===== src/rtl/kbd_pkg.sv =====
// Shared definitions for the PS/2 scan-code set 2 decoder: scan byte
// constants, the prefix-collapsing FSM encoding and event field positions.
package kbd_pkg;

  // Prefix and special scan bytes (set 2)
  localparam logic [7:0] SC_E0         = 8'hE0;
  localparam logic [7:0] SC_E1         = 8'hE1;
  localparam logic [7:0] SC_F0         = 8'hF0;
  localparam logic [7:0] SC_LSHIFT     = 8'h12;
  localparam logic [7:0] SC_RSHIFT     = 8'h59;
  localparam logic [7:0] SC_CTRL       = 8'h14;
  localparam logic [7:0] SC_ALT        = 8'h11;
  localparam logic [7:0] SC_CAPS       = 8'h58;
  localparam logic [7:0] SC_FAKE_SHIFT = 8'h12;
  localparam logic [7:0] SC_BAT_OK     = 8'hAA;
  localparam logic [7:0] SC_ACK        = 8'hFA;
  localparam logic [7:0] SC_ECHO       = 8'hEE;
  localparam logic [7:0] SC_ERR0       = 8'hFC;
  localparam logic [7:0] SC_ERR1       = 8'hFD;
  localparam logic [7:0] SC_OVR0       = 8'h00;
  localparam logic [7:0] SC_OVR1       = 8'hFF;

  // Bytes the Pause key sends after its leading E1
  localparam logic [2:0] PAUSE_SKIP    = 3'd7;

  // Event word layout: {ext, brk, code[7:0]}
  localparam int EV_W   = 10;
  localparam int EV_EXT = 9;
  localparam int EV_BRK = 8;

  // mod_o bit positions
  localparam int MOD_LSHIFT = 0;
  localparam int MOD_RSHIFT = 1;
  localparam int MOD_LCTRL  = 2;
  localparam int MOD_RCTRL  = 3;
  localparam int MOD_LALT   = 4;
  localparam int MOD_RALT   = 5;
  localparam int MOD_CAPS   = 6;

  typedef enum logic [2:0] {
    ST_IDLE  = 3'd0,
    ST_E0    = 3'd1,
    ST_F0    = 3'd2,
    ST_E0F0  = 3'd3,
    ST_PAUSE = 3'd4
  } kbd_state_e;

endpackage


===== src/rtl/kbd_event_fifo.sv =====
// First-word-fall-through event FIFO. Pop while empty is ignored; a push
// while full is dropped and flagged unless a pop frees a slot that cycle.
module kbd_event_fifo #(
  parameter int DEPTH = 16,
  parameter int W     = 10
) (
  input  logic         clk_i,
  input  logic         rst_n_i,
  input  logic         push_i,
  input  logic [W-1:0] data_i,
  input  logic         pop_i,
  output logic [W-1:0] data_o,
  output logic         empty_o,
  output logic         ovf_o
);
  localparam int AW = $clog2(DEPTH);

  logic [W-1:0]  mem_q [DEPTH];
  logic [AW-1:0] wr_ptr_q, wr_ptr_d;
  logic [AW-1:0] rd_ptr_q, rd_ptr_d;
  logic [AW:0]   count_q, count_d;
  logic          full, do_push, do_pop;

  assign empty_o = (count_q == '0);
  assign full    = (count_q == (AW+1)'(DEPTH));
  assign do_pop  = pop_i && !empty_o;
  assign do_push = push_i && (!full || do_pop);
  assign ovf_o   = push_i && full && !do_pop;
  // Head is forced to zero when empty so the output is clean out of reset
  assign data_o  = empty_o ? '0 : mem_q[rd_ptr_q];

  // Next pointer and occupancy values
  always_comb begin
    wr_ptr_d = wr_ptr_q;
    rd_ptr_d = rd_ptr_q;
    count_d  = count_q;
    if (do_push) wr_ptr_d = wr_ptr_q + 1'b1;
    if (do_pop)  rd_ptr_d = rd_ptr_q + 1'b1;
    if (do_push && !do_pop)      count_d = count_q + 1'b1;
    else if (!do_push && do_pop) count_d = count_q - 1'b1;
  end

  // Pointer and count registers
  always_ff @(posedge clk_i) begin
    if (!rst_n_i) begin
      wr_ptr_q <= '0;
      rd_ptr_q <= '0;
      count_q  <= '0;
    end else begin
      wr_ptr_q <= wr_ptr_d;
      rd_ptr_q <= rd_ptr_d;
      count_q  <= count_d;
    end
  end

  // Storage array, no reset needed since reads are masked while empty
  always_ff @(posedge clk_i) begin
    if (do_push) mem_q[wr_ptr_q] <= data_i;
  end

endmodule


===== src/rtl/kbd_scan_decoder.sv =====
// PS/2 set 2 scan-code decoder: folds E0/F0/E1 prefixes into single key
// events, tracks modifier and caps-lock state, and queues events in a FIFO.
module kbd_scan_decoder
  import kbd_pkg::*;
#(
  parameter int DEPTH       = 16,
  parameter int TIMEOUT_CYC = 2500000
) (
  input  logic            clk_i,
  input  logic            rst_n_i,
  input  logic            rx_stb_i,
  input  logic [7:0]      scan_code_i,
  input  logic            rd_stb_i,
  output logic [EV_W-1:0] event_o,
  output logic            event_valid_o,
  output logic            overflow_o,
  input  logic            clr_ovf_i,
  output logic [6:0]      mod_o
);
  localparam int TW = $clog2(TIMEOUT_CYC + 1);

  kbd_state_e      state_q, state_d;
  logic [2:0]      skip_q, skip_d;
  logic [TW-1:0]   tmo_q, tmo_d;
  logic [6:0]      mod_q, mod_d;
  logic            caps_held_q, caps_held_d;
  logic            ovf_q, ovf_d;
  logic            push;
  logic [EV_W-1:0] ev;
  logic            dec_ovf, fifo_ovf, fifo_empty;

  // Prefix FSM, timeout and modifier tracking
  always_comb begin
    state_d     = state_q;
    skip_d      = skip_q;
    tmo_d       = '0;
    mod_d       = mod_q;
    caps_held_d = caps_held_q;
    push        = 1'b0;
    ev          = '0;
    dec_ovf     = 1'b0;
    if (rx_stb_i) begin
      case (state_q)
        ST_IDLE: begin
          if (scan_code_i == SC_E0)      state_d = ST_E0;
          else if (scan_code_i == SC_F0) state_d = ST_F0;
          else if (scan_code_i == SC_E1) begin
            state_d = ST_PAUSE;
            skip_d  = PAUSE_SKIP;
          end else if (scan_code_i == SC_OVR0 || scan_code_i == SC_OVR1) dec_ovf = 1'b1;
          else if (scan_code_i == SC_BAT_OK || scan_code_i == SC_ACK ||
                   scan_code_i == SC_ECHO || scan_code_i == SC_ERR0 ||
                   scan_code_i == SC_ERR1) push = 1'b0;
          else begin
            push = 1'b1;
            ev   = {1'b0, 1'b0, scan_code_i};
          end
        end
        ST_E0: begin
          if (scan_code_i == SC_F0) state_d = ST_E0F0;
          else begin
            state_d = ST_IDLE;
            if (scan_code_i != SC_FAKE_SHIFT) begin
              push = 1'b1;
              ev   = {1'b1, 1'b0, scan_code_i};
            end
          end
        end
        ST_F0: begin
          state_d = ST_IDLE;
          push    = 1'b1;
          ev      = {1'b0, 1'b1, scan_code_i};
        end
        ST_E0F0: begin
          state_d = ST_IDLE;
          if (scan_code_i != SC_FAKE_SHIFT) begin
            push = 1'b1;
            ev   = {1'b1, 1'b1, scan_code_i};
          end
        end
        ST_PAUSE: begin
          if (skip_q == 3'd1) begin
            state_d = ST_IDLE;
            skip_d  = '0;
            push    = 1'b1;
            ev      = {1'b1, 1'b0, SC_E1};
          end else begin
            skip_d = skip_q - 1'b1;
          end
        end
        default: state_d = ST_IDLE;
      endcase
    end else if (state_q != ST_IDLE) begin
      // Abandon a half-received sequence if the keyboard goes quiet
      if (tmo_q == TW'(TIMEOUT_CYC - 1)) state_d = ST_IDLE;
      else tmo_d = tmo_q + 1'b1;
    end

    if (push) begin
      if (!ev[EV_EXT]) begin
        case (ev[7:0])
          SC_LSHIFT: mod_d[MOD_LSHIFT] = !ev[EV_BRK];
          SC_RSHIFT: mod_d[MOD_RSHIFT] = !ev[EV_BRK];
          SC_CTRL:   mod_d[MOD_LCTRL]  = !ev[EV_BRK];
          SC_ALT:    mod_d[MOD_LALT]   = !ev[EV_BRK];
          SC_CAPS: begin
            // Toggle once per physical press; typematic repeats are ignored
            if (ev[EV_BRK]) caps_held_d = 1'b0;
            else if (!caps_held_q) begin
              mod_d[MOD_CAPS] = !mod_q[MOD_CAPS];
              caps_held_d     = 1'b1;
            end
          end
          default: ;
        endcase
      end else begin
        case (ev[7:0])
          SC_CTRL: mod_d[MOD_RCTRL] = !ev[EV_BRK];
          SC_ALT:  mod_d[MOD_RALT]  = !ev[EV_BRK];
          default: ;
        endcase
      end
    end

    // Sticky overflow; a new set beats a simultaneous clear
    if (dec_ovf || fifo_ovf) ovf_d = 1'b1;
    else if (clr_ovf_i)      ovf_d = 1'b0;
    else                     ovf_d = ovf_q;
  end

  // Decoder state registers
  always_ff @(posedge clk_i) begin
    if (!rst_n_i) begin
      state_q     <= ST_IDLE;
      skip_q      <= '0;
      tmo_q       <= '0;
      mod_q       <= '0;
      caps_held_q <= 1'b0;
      ovf_q       <= 1'b0;
    end else begin
      state_q     <= state_d;
      skip_q      <= skip_d;
      tmo_q       <= tmo_d;
      mod_q       <= mod_d;
      caps_held_q <= caps_held_d;
      ovf_q       <= ovf_d;
    end
  end

  kbd_event_fifo #(
    .DEPTH (DEPTH),
    .W     (EV_W)
  ) u_fifo (
    .clk_i   (clk_i),
    .rst_n_i (rst_n_i),
    .push_i  (push),
    .data_i  (ev),
    .pop_i   (rd_stb_i),
    .data_o  (event_o),
    .empty_o (fifo_empty),
    .ovf_o   (fifo_ovf)
  );

  assign event_valid_o = !fifo_empty;
  assign overflow_o    = ovf_q;
  assign mod_o         = mod_q;

endmodule


===== config.mk =====
export PLATFORM = sky130hd
export DESIGN_NAME = kbd_scan_decoder
export DESIGN_NICKNAME = d
export VERILOG_FILES = /design/src/rtl/kbd_pkg.sv /design/src/rtl/kbd_event_fifo.sv /design/src/rtl/kbd_scan_decoder.sv
export SDC_FILE = /design/constraint.sdc
export NUM_CORES = 1
export LEC_CHECK = 0
export BUFFER_PORTS_ARGS = -buffer_cell sky130_fd_sc_hd__buf_2
export CAP_MARGIN = 20
export CORE_MARGIN = 2
export CORE_UTILIZATION = 35
export DETAILED_ROUTE_END_ITERATION = 10
export SYNTH_ARGS = -nofsm -noshare
export SYNTH_HDL_FRONTEND = slang
export SYNTH_SLANG_ARGS = --single-unit

===== constraint.sdc =====
create_clock -name clk_i -period 6.9 [get_ports clk_i]
set_input_delay 0.69 -clock clk_i [delete_from_list [all_inputs] [get_ports clk_i]]
set_output_delay 0.69 -clock clk_i [all_outputs]
set_load 0.02 [all_outputs]

### Yosys cells after proc, flatten, opt, wreduce, memory -nomap -nowiden

Memory sizes are Yosys's and may differ from the RTL's. A register that Yosys moved wholly into a read port is not among the register bits.
Index checks and enable logic that the tools add are counted.

* register bits after elaboration: 50
* RAM bits: 160
* input bits: 13
* output and inout port bits: 19
* word-level logic and storage cells: 144
* memories: 1

* add/subtract/negate cells: 6
* equality and inequality tests: 27
* multiplexer cells: 51
* bitwise operators: 5
* reductions and logical operators: 39

Memories
* u_fifo.mem_q: depth 16, bits a word 10, read ports 1, clocked after Yosys merged registers in 1, write ports 1, RTL line kbd_event_fifo.sv:18 `logic [W-1:0] mem_q [DEPTH];`

Operators by type and width (number)
* $eq A8 B8 Y1 const B: 9
* $mux W10: 6
* $pmux W10 S5: 1
* $mux W8: 5
* $mux W3: 11
* $eq A8 B5 Y1 const B: 3
* $add A22 B1 Y22 const B: 1
* $eq A22 B22 Y1 const B: 1
* $reduce_and A3 Y1: 7
* $mux W1: 20
* $eq A8 B7 Y1 const B: 2
* $mux W5: 2
* $reduce_and A5 Y1: 2
* $reduce_bool A2 Y1: 5
* $pmux W3 S3: 1
* $add A4 B1 Y4 const B: 2
* $logic_not A8 Y1: 1
* $mux W4: 2
* $ne A8 B5 Y1 const B: 1
* $logic_or A1 B1 Y1: 7
* $eq A3 B1 Y1 const B: 2
* $eq A3 B2 Y1 const B: 2
* $logic_and A1 B1 Y1: 6
* $logic_not A1 Y1: 6
* 17 further kinds: 23

### Logic depth before layout (Yosys ltp)

Gate-level depths: netlist of run 1.

* word-level depth: 17
* depth in mapped cells: 16

### Cells and area by module

A second synthesis of run 1 with hierarchy kept.

* cells, all modules: 655
* area total of the unflattened synthesis: 9381.5 µm²

Modules (own cells, without submodules)
* kbd_event_fifo: times used 1, cells each 364, area each 7075.5 µm², seq. area each 5144.9 µm²
* kbd_scan_decoder: times used 1, cells each 291, area each 2306.0 µm², seq. area each 740.7 µm²

### Least setup slack after synthesis of run 1

No wires, ideal clock.

* path kind: input port to flip-flop
* from: input port scan_code_i[3]
* to: register u_fifo.count_q[4]
* data arrival time: 3509 ps
* data required time: 6830 ps
* slack: 3321 ps
* cell stages on the path: 15
* buffers on the path: 2
* cells stage by stage: buf_4 and4_1 o21ai_1 nand2b_2 o41a_4 a21oi_4 buf_4 ha_1 inv_1 fa_1 a21o_1 a21oi_1 xnor2_1 or3_1 a21oi_1

* longest elaborated chain between the ends: 16
* elaborated cells on any way between the ends: 31

RTL lines
* from (decl): RTL line kbd_scan_decoder.sv:12 `input logic [7:0] scan_code_i,`
* $eq A8 B8 Y1: RTL line kbd_scan_decoder.sv:51 `else if (scan_code_i == SC_BAT_OK || scan_code_i == SC_ACK ||`
* $logic_or A1 B1 Y1 (2 in series): RTL line kbd_scan_decoder.sv:51
* $logic_or A1 B1 Y1 (2 in series): RTL line kbd_scan_decoder.sv:52 `scan_code_i == SC_ECHO || scan_code_i == SC_ERR0 ||`
* $mux W1: RTL line kbd_scan_decoder.sv:51
* $mux W1: RTL line kbd_scan_decoder.sv:50 `end else if (scan_code_i == SC_OVR0 || scan_code_i == SC_OVR1) dec_ovf = 1'b1;`
* $mux W1: RTL line kbd_scan_decoder.sv:47 `else if (scan_code_i == SC_E1) begin`
* $mux W1: RTL line kbd_scan_decoder.sv:46 `else if (scan_code_i == SC_F0) state_d = ST_F0;`
* $mux W1: RTL line kbd_scan_decoder.sv:45 `if (scan_code_i == SC_E0) state_d = ST_E0;`
* $pmux W1 S5 *: RTL line kbd_scan_decoder.sv:43 `case (state_q)`
* $mux W1 *: RTL line kbd_scan_decoder.sv:42 `if (rx_stb_i) begin`
* $logic_and A1 B1 Y1 *: RTL line kbd_event_fifo.sv:27 `assign do_push = push_i && (!full || do_pop);`
* via u_fifo.do_push: RTL line kbd_event_fifo.sv:22 `logic full, do_push, do_pop;`
* $logic_not A1 Y1: RTL line kbd_event_fifo.sv:40 `else if (!do_push && do_pop) count_d = count_q - 1'b1;`
* $logic_and A1 B1 Y1: RTL line kbd_event_fifo.sv:40
* $reduce_bool A2 Y1 (no source line)
* to (signal assigned): RTL line kbd_event_fifo.sv:52 `count_q <= count_d;`
* to (decl): RTL line kbd_event_fifo.sv:21 `logic [AW:0] count_q, count_d;`

The timed path passes the listed nets; every way through them passes the cells marked *.
A chain may end at the register's enable or synchronous reset.

==> out/metrics.yaml, run 1 <==
outcome: "finished clean"
path_clk_slew_ps: 60
syn2layout_area_growth_pct: 13.22
finalClockSkew_ps: 10.35
cpPeakStageDelay_ps: 660
holdPathStages: 2
rr_worst_depth: 13
ys.flop_type: "edfxtp_1"
tightest_slew_ps: 886.8
yosysWarnings: 0
fin_cells: 1008
drtAntennaViolNets: 0
final_common_cell: "edfxtp_1"
ys_ff_latch: 214
criticalPathCategory: "flip-flop to primary output"
power.leakage_nw: 3.514
cts_inserted_buffers: 23
r2r_slack_ps: 3290
fin_nets: 682
final.period_utilization: 0.5346
grt-ovfl-total: 0
place_hpwl_mm: 12.87
cts_resized: 0
design_area_um2: 10450
cts_root_buffer: "clkbuf_16"
io_buffers: 31
synth_compound_area_frac: 0.03796
cts_buffer_depth: 3
die-width_um: 166.4
routedWlPerCell_um: 19.65
start_util: 0.3552
antenna_found_initial: 0
hold_viol: 0
yosysUniqueCellTypes: 61
post_cts_buffers: 0
hold_class: "flip-flop to flip-flop"
cp_max_fo: 40
whs_endpoint: "mod_o[5]"
drc: 0
via_count: 5302
synthesis.area_um2: 9229
finalMaxSlewViolations: 0
powerDensity_nw_per_um2: 322.3
arrival_ps: 3000
wirelength_mm: 19.81
clk_latency_ps: 520
critPathCaptureType: "primary output"
layout_common_cells: "160 x edfxtp_1, 57 x nor2_1, 53 x dfxtp_1"
dp.cells: 963
min_from: "mod_o[5]"
max_clock_freq_mhz: 271.1
drt_first_pass_iters: 5
ios: 32
synth_top_family_by_area: "multiplexers"
rsz0062_at_grt: "no"
die_h_um: 166.4
placed_cell_area_um2: 9711
startpoint_type: "flip-flop"
rows: 59
first_iter_violations: 326
syn_avg_cell_area_um2: 14.89
clkSinkCount: 214
async_flop_share: 0
crit_top_cell: "mux4_2"
cp_top_family: "multiplexers"
synth_fa_ha_area_frac: 0.01844
grt_pass1_wl_mm: 31.27
crit_slowest_cell: "mux4_2"
cp_num_buf_inv: 2
setup-tns-final_ps: 0
vias_per_cell: 5.260
die_area_um2: 27680
netlist_instances: 620
first_global_vias: 5508
cts_tree: "yes"
peakVddDrop_v: 0.0001850
diodes: 0
synth-edff-count: 160
drive_above_1_share: 0.2095
cap_violations: 0
grt_max_degree: 41
relSlewSlack: 0.4080
place_congestion: 0.8792
grt.total_usage: 0.1443
synth_simple_gate_area_frac: 0.1226
synth.yosys.seq_area_share: 0.6377
required_ps: 6210
r2r_start: "state_q[0]"
cts_hold_buf: 0
r2r-end: "u_fifo.count_q[4]"
syn_nets: 646
synthMuxAreaShare: 0.1329
synth_xor_area_frac: 0.02928
period_minus_slack_ps: 3689
h-tree-depth: 1
path_cells: "buf_4, mux4_2, mux4_2, and2_1, buf_2"
core_um2: 25980
setup_viol: 0
[layout make-up]
cell class	instances	area (um2)
multi-input cells	363	3148
flip-flops and latches	214	5887
well taps	335	419.2
clock inverters	17	132.6
fillers	2368	15540
repair buffers	41	230.2
clock buffers	25	583.1
inverters	13	48.80
[Yosys cell counts (all sizes together) (13+ instances only)]
library cell / instances / area, um2
edfxtp: 160 / 4805
nor2: 58 / 220.2
dfxtp: 54 / 1081
mux4: 50 / 1126
nand2: 42 / 157.7
and3: 22 / 137.6
clkbuf: 18 / 67.56
nand3: 18 / 90.09
xor2: 18 / 157.7
a21oi: 17 / 107.6
and2: 15 / 93.84
inv: 13 / 48.80
[registers in the layout (all words and copies together) (netlist names), named ones only]
signal / cells
caps_held_q: 1
overflow_o: 1
u_fifo.rd_ptr_q: 4
u_fifo.count_q: 5
u_fifo.mem_q: 160
state_q: 3
tmo_q: 22
u_fifo.wr_ptr_q: 4
mod_o: 7
skip_q: 3
[metal layers]
layer / GRT usage / vias up / routed length [um] / part of all wire
li1: - / 2439 / - / -
met1: 0.1968 / 2692 / 8981 / 0.45
met2: 0.2402 / 132 / 9543 / 0.48
met3: 0.02264 / 39 / 823 / 0.042
met4: 0.04123 / 0 / 461 / 0.023
met5: 0 / - / 0 / 0
[cells by family (layout without fill, tap and decap cells)]
logic type / after synthesis / in the layout
compound gates: 46 / 46
fa+ha+maj: 13 / 13
buf+inv: 43 / 96
simple gates: 214 / 214
xor+xnor: 30 / 30
mux: 60 / 60
flops: 214 / 214
[tightest hold or removal path: stages, from the launching register on]
cell and delay (ps):
dfxtp_1 310, nand2_1 50, mux2i_1 50
[where the power goes]
part | switching, mW | internal [mW] | total [mW] | leakage, nW
logic | 0.411 | 0.338 | 0.748 | 1.28
registers | 0.0302 | 1.43 | 1.46 | 1.88
clock network | 0.501 | 0.657 | 1.16 | 0.356
total | 0.941 | 2.43 | 3.37 | 3.51
[through the flow]
stage | hold slack, ps | power [mW] | utilization | worst slack (ps)
after floorplan | 426.0 | 2.054 | - | 3321
after global placement | 436.8 | 2.225 | 0.3737 | 3084
after detailed placement | 451.1 | 2.256 | 0.3737 | 2859
after CTS | 465.2 | 3.415 | 0.4012 | 3131
after global routing | 473.3 | 3.527 | 0.4021 | 3032
final | 464.0 | 3.368 | 0.4021 | 3211
[how the worst max path moves through the flow]
stage	from	to	slack, ps	cells after the start
5_1_grt	skip_q[0]	u_fifo.count_q[4]	3030	12
2_1_floorplan	scan_code_i[3]	u_fifo.count_q[4]	3320	15
4_1_cts	flip-flop	event_o[9]	3130	5
6_report	flip-flop	event_o[9]	3210	5
3_5_place_dp	scan_code_i[2]	u_fifo.count_q[4]	2860	14
3_3_place_gp	scan_code_i[2]	u_fifo.count_q[4]	3080	14
Note: power is estimated with default switching activity, not from simulation.
==> inputs of run 2 (changes only) <==
==> constraint.sdc (replaced) <==
create_clock -name clk_i -period 3.5 [get_ports clk_i]
set_input_delay 0.35 -clock clk_i [delete_from_list [all_inputs] [get_ports clk_i]]
set_output_delay 0.35 -clock clk_i [all_outputs]
set_load 0.02 [all_outputs]
==> out/metrics.yaml, run 2 (synthesized netlist as in run 1, its figures left out) <==
cts_root_buffer: "clkbuf_16"  # unchanged
finalMaxSlewViolations: 0  # unchanged
path_cells: "a311oi_1, nand2_1, o41a_4, a21oi_4, ha_1, inv_1, fa_1, a21o_1, a21oi_1, xnor2_1, or3_1, a21oi_1"  # was buf_4, mux4_2, mux4_2, and2_1, buf_2
clkPwrFrac: 0.343  # was 0.344
p_sw_frac: 0.2719  # was 0.2795
final.period_utilization: 0.8873
cpPeakStageDelay_ps: 510  # was 660 ps
layout_common_cells: "160 x edfxtp_1, 57 x nor2_1, 53 x dfxtp_1"  # unchanged
fin_cells: 1019  # was 1,008
place_congestion: 0.8114  # was 0.8792
vias_per_cell: 5.234  # was 5.260
power_frac_seq: 0.431  # was 0.434
setup_viol: 0  # unchanged
required_ps: 3940  # was 6210 ps
rows: 59  # unchanged
startpoint_type: "flip-flop"  # unchanged
grt.total_usage: 0.1422  # was 0.1443
start_util: 0.3552  # unchanged
cap_violations: 0  # unchanged
cp_max_fo: 18  # was 40
cts_resized: 0  # unchanged
path_clk_slew_ps: 60  # about the same
rsz0062_at_grt: "no"  # unchanged
h-tree-depth: 1  # unchanged
p_switching_mw: 1.825  # was 941.4 uW
wirelength_mm: 19.48  # was 19.81 mm
crit_top_cell: "a21oi_1"  # was mux4_2
hold_viol: 0  # unchanged
holdPathStages: 4  # was 2
clkSinkCount: 214  # unchanged
rr_worst_depth: 12  # was 13
critPathCaptureType: "flip-flop"  # was primary output
cts_buffer_depth: 3  # unchanged
drtAntennaViolNets: 0  # unchanged
largest_register_ff_count: 160  # unchanged
setup-tns-final_ps: 0  # unchanged
p_comb_frac: 0.226  # was 0.222
fill_cells: 2417  # was 2,368
drc: 0  # unchanged
fin_util: 0.4058  # was 0.4021
place_hpwl_mm: 12.86  # was 12.87 mm
power.leakage_nw: 3.571  # was 3.514 nW
core_um2: 25980  # unchanged
cp.depth: 12  # was 5
power.internal_mw: 4.886  # was 2.427 mW
io_buffers: 31  # unchanged
fin_nets: 693  # was 682
grt_max_degree: 41  # unchanged
p_total_mw: 6.711  # was 3.368 mW
grt_pass1_wl_mm: 31.10  # was 31.27 mm
criticalPathCategory: "flip-flop to flip-flop"  # was flip-flop to primary output
largest_register: "u_fifo.mem_q"  # unchanged
peakVddDrop_v: 0.0004630  # was 0.0001850 V
outcome: "finished clean"  # unchanged
via_count: 5333  # was 5,302
antenna_found_initial: 0  # unchanged
dp_slack_ps: 127.9  # was 2859 ps
arrival_ps: 3540  # was 3000 ps
powerDensity_nw_per_um2: 636.5  # was 322.3 nW/um2
drive_above_1_share: 0.2149  # was 0.2095
diodes: 0  # unchanged
first_iter_violations: 355  # was 326
relSlewSlack: 0.4472  # was 0.4080
r2r_slack_ps: 390  # was 3290 ps
die_area_um2: 27680  # unchanged
placed_cell_area_um2: 9821  # was 9711 um2
finalClockSkew_ps: 9.316  # was 10.35 ps
syn2layout_area_growth_pct: 14.25  # was 13.22%
grt-ovfl-total: 0  # unchanged
die-width_um: 166.4  # unchanged
routedWlPerCell_um: 19.12  # was 19.65 um
hold_slack_ps: 168.6  # was 464.0 ps
cts_hold_buf: 0  # unchanged
final_common_cell: "edfxtp_1"  # unchanged
max_clock_freq_mhz: 322.0
tightest_slew_ps: 828.0  # was 886.8 ps
setup_ws_ps: 394.5  # was 3211 ps
cp_top_family: "compound AO/OA/AOI/OAI gates"  # was multiplexers
cts_inserted_buffers: 23  # unchanged
first_global_vias: 5381  # was 5,508
drt_first_pass_iters: 4  # was 5
die_h_um: 166.4  # unchanged
crit_slowest_cell: "dfxtp_1"  # was mux4_2
cts_tree: "yes"  # unchanged
post_cts_buffers: 0  # unchanged
clk_latency_ps: 510  # was 520 ps
ios: 32  # unchanged
dp.cells: 976  # was 963
design_area_um2: 10540  # was 10,450 um2
hold_class: "input pin to flip-flop"  # was flip-flop to flip-flop
cp_num_buf_inv: 1  # was 2
period_minus_slack_ps: 3105
[run 2: cell count changes in the layout (fill, tap and decap cells not counted), moves of 2 or more]
cell,delta
clkinvlp_4,-2
buf_4,+10
clkinv_1,+3
clkinv_2,-4
inv_6,+2
clkbuf_1,+2
[run 2: path summary, 6_finish.rpt]
| path | startpoint | endpoint |
|---|---|---|
| worst max-delay path | state_q[2] | u_fifo.count_q[4] |
| worst min-delay path | clr_ovf_i | overflow_o |
| worst max register to register | state_q[2] | u_fifo.count_q[4] |
| worst min register to register | tmo_q[0] | tmo_q[0] |
[run 2: worst reg2reg max path, stage by stage (launching register included)]
cell and delay [ps]:
dfxtp_1 510, a311oi_1 400, nand2_1 180, o41a_4 160, a21oi_4 170, ha_1 210
inv_1 110, fa_1 430, a21o_1 180, a21oi_1 170, xnor2_1 90, or3_1 300
a21oi_1 140
[run 2: layout make-up]
type,count,area (um2),area share
Clock inverter,15,125.1,0.01187
Timing Repair Buffer,52,325.3,0.03085
Clock buffer,27,590.6,0.05601
Multi-Input combinational cell,363,3148,0.2986
Inverter,13,48.80,0.004628
Tap cell,335,419.2,0.03975
Sequential cell,214,5887,0.5583
[run 2: power by group through the flow]
stage / Clock, mW / Combinational, mW / Sequential, mW
final: 2.30 / 1.52 / 2.89
after global routing: 2.47 / 1.66 / 2.90
after CTS: 2.36 / 1.54 / 2.89
after detailed placement: 0 / 1.54 / 2.94
after global placement: 0 / 1.50 / 2.94
after floorplan: 0 / 1.13 / 2.92
[run 2: per-layer routing]
metal	part of all wire	track usage	vias up
met4	0.017	0.03073	0
met3	0.053	0.02264	25
li1	-	-	2464
met2	0.49	0.2407	141
met5	0	0	-
met1	0.44	0.1943	2703
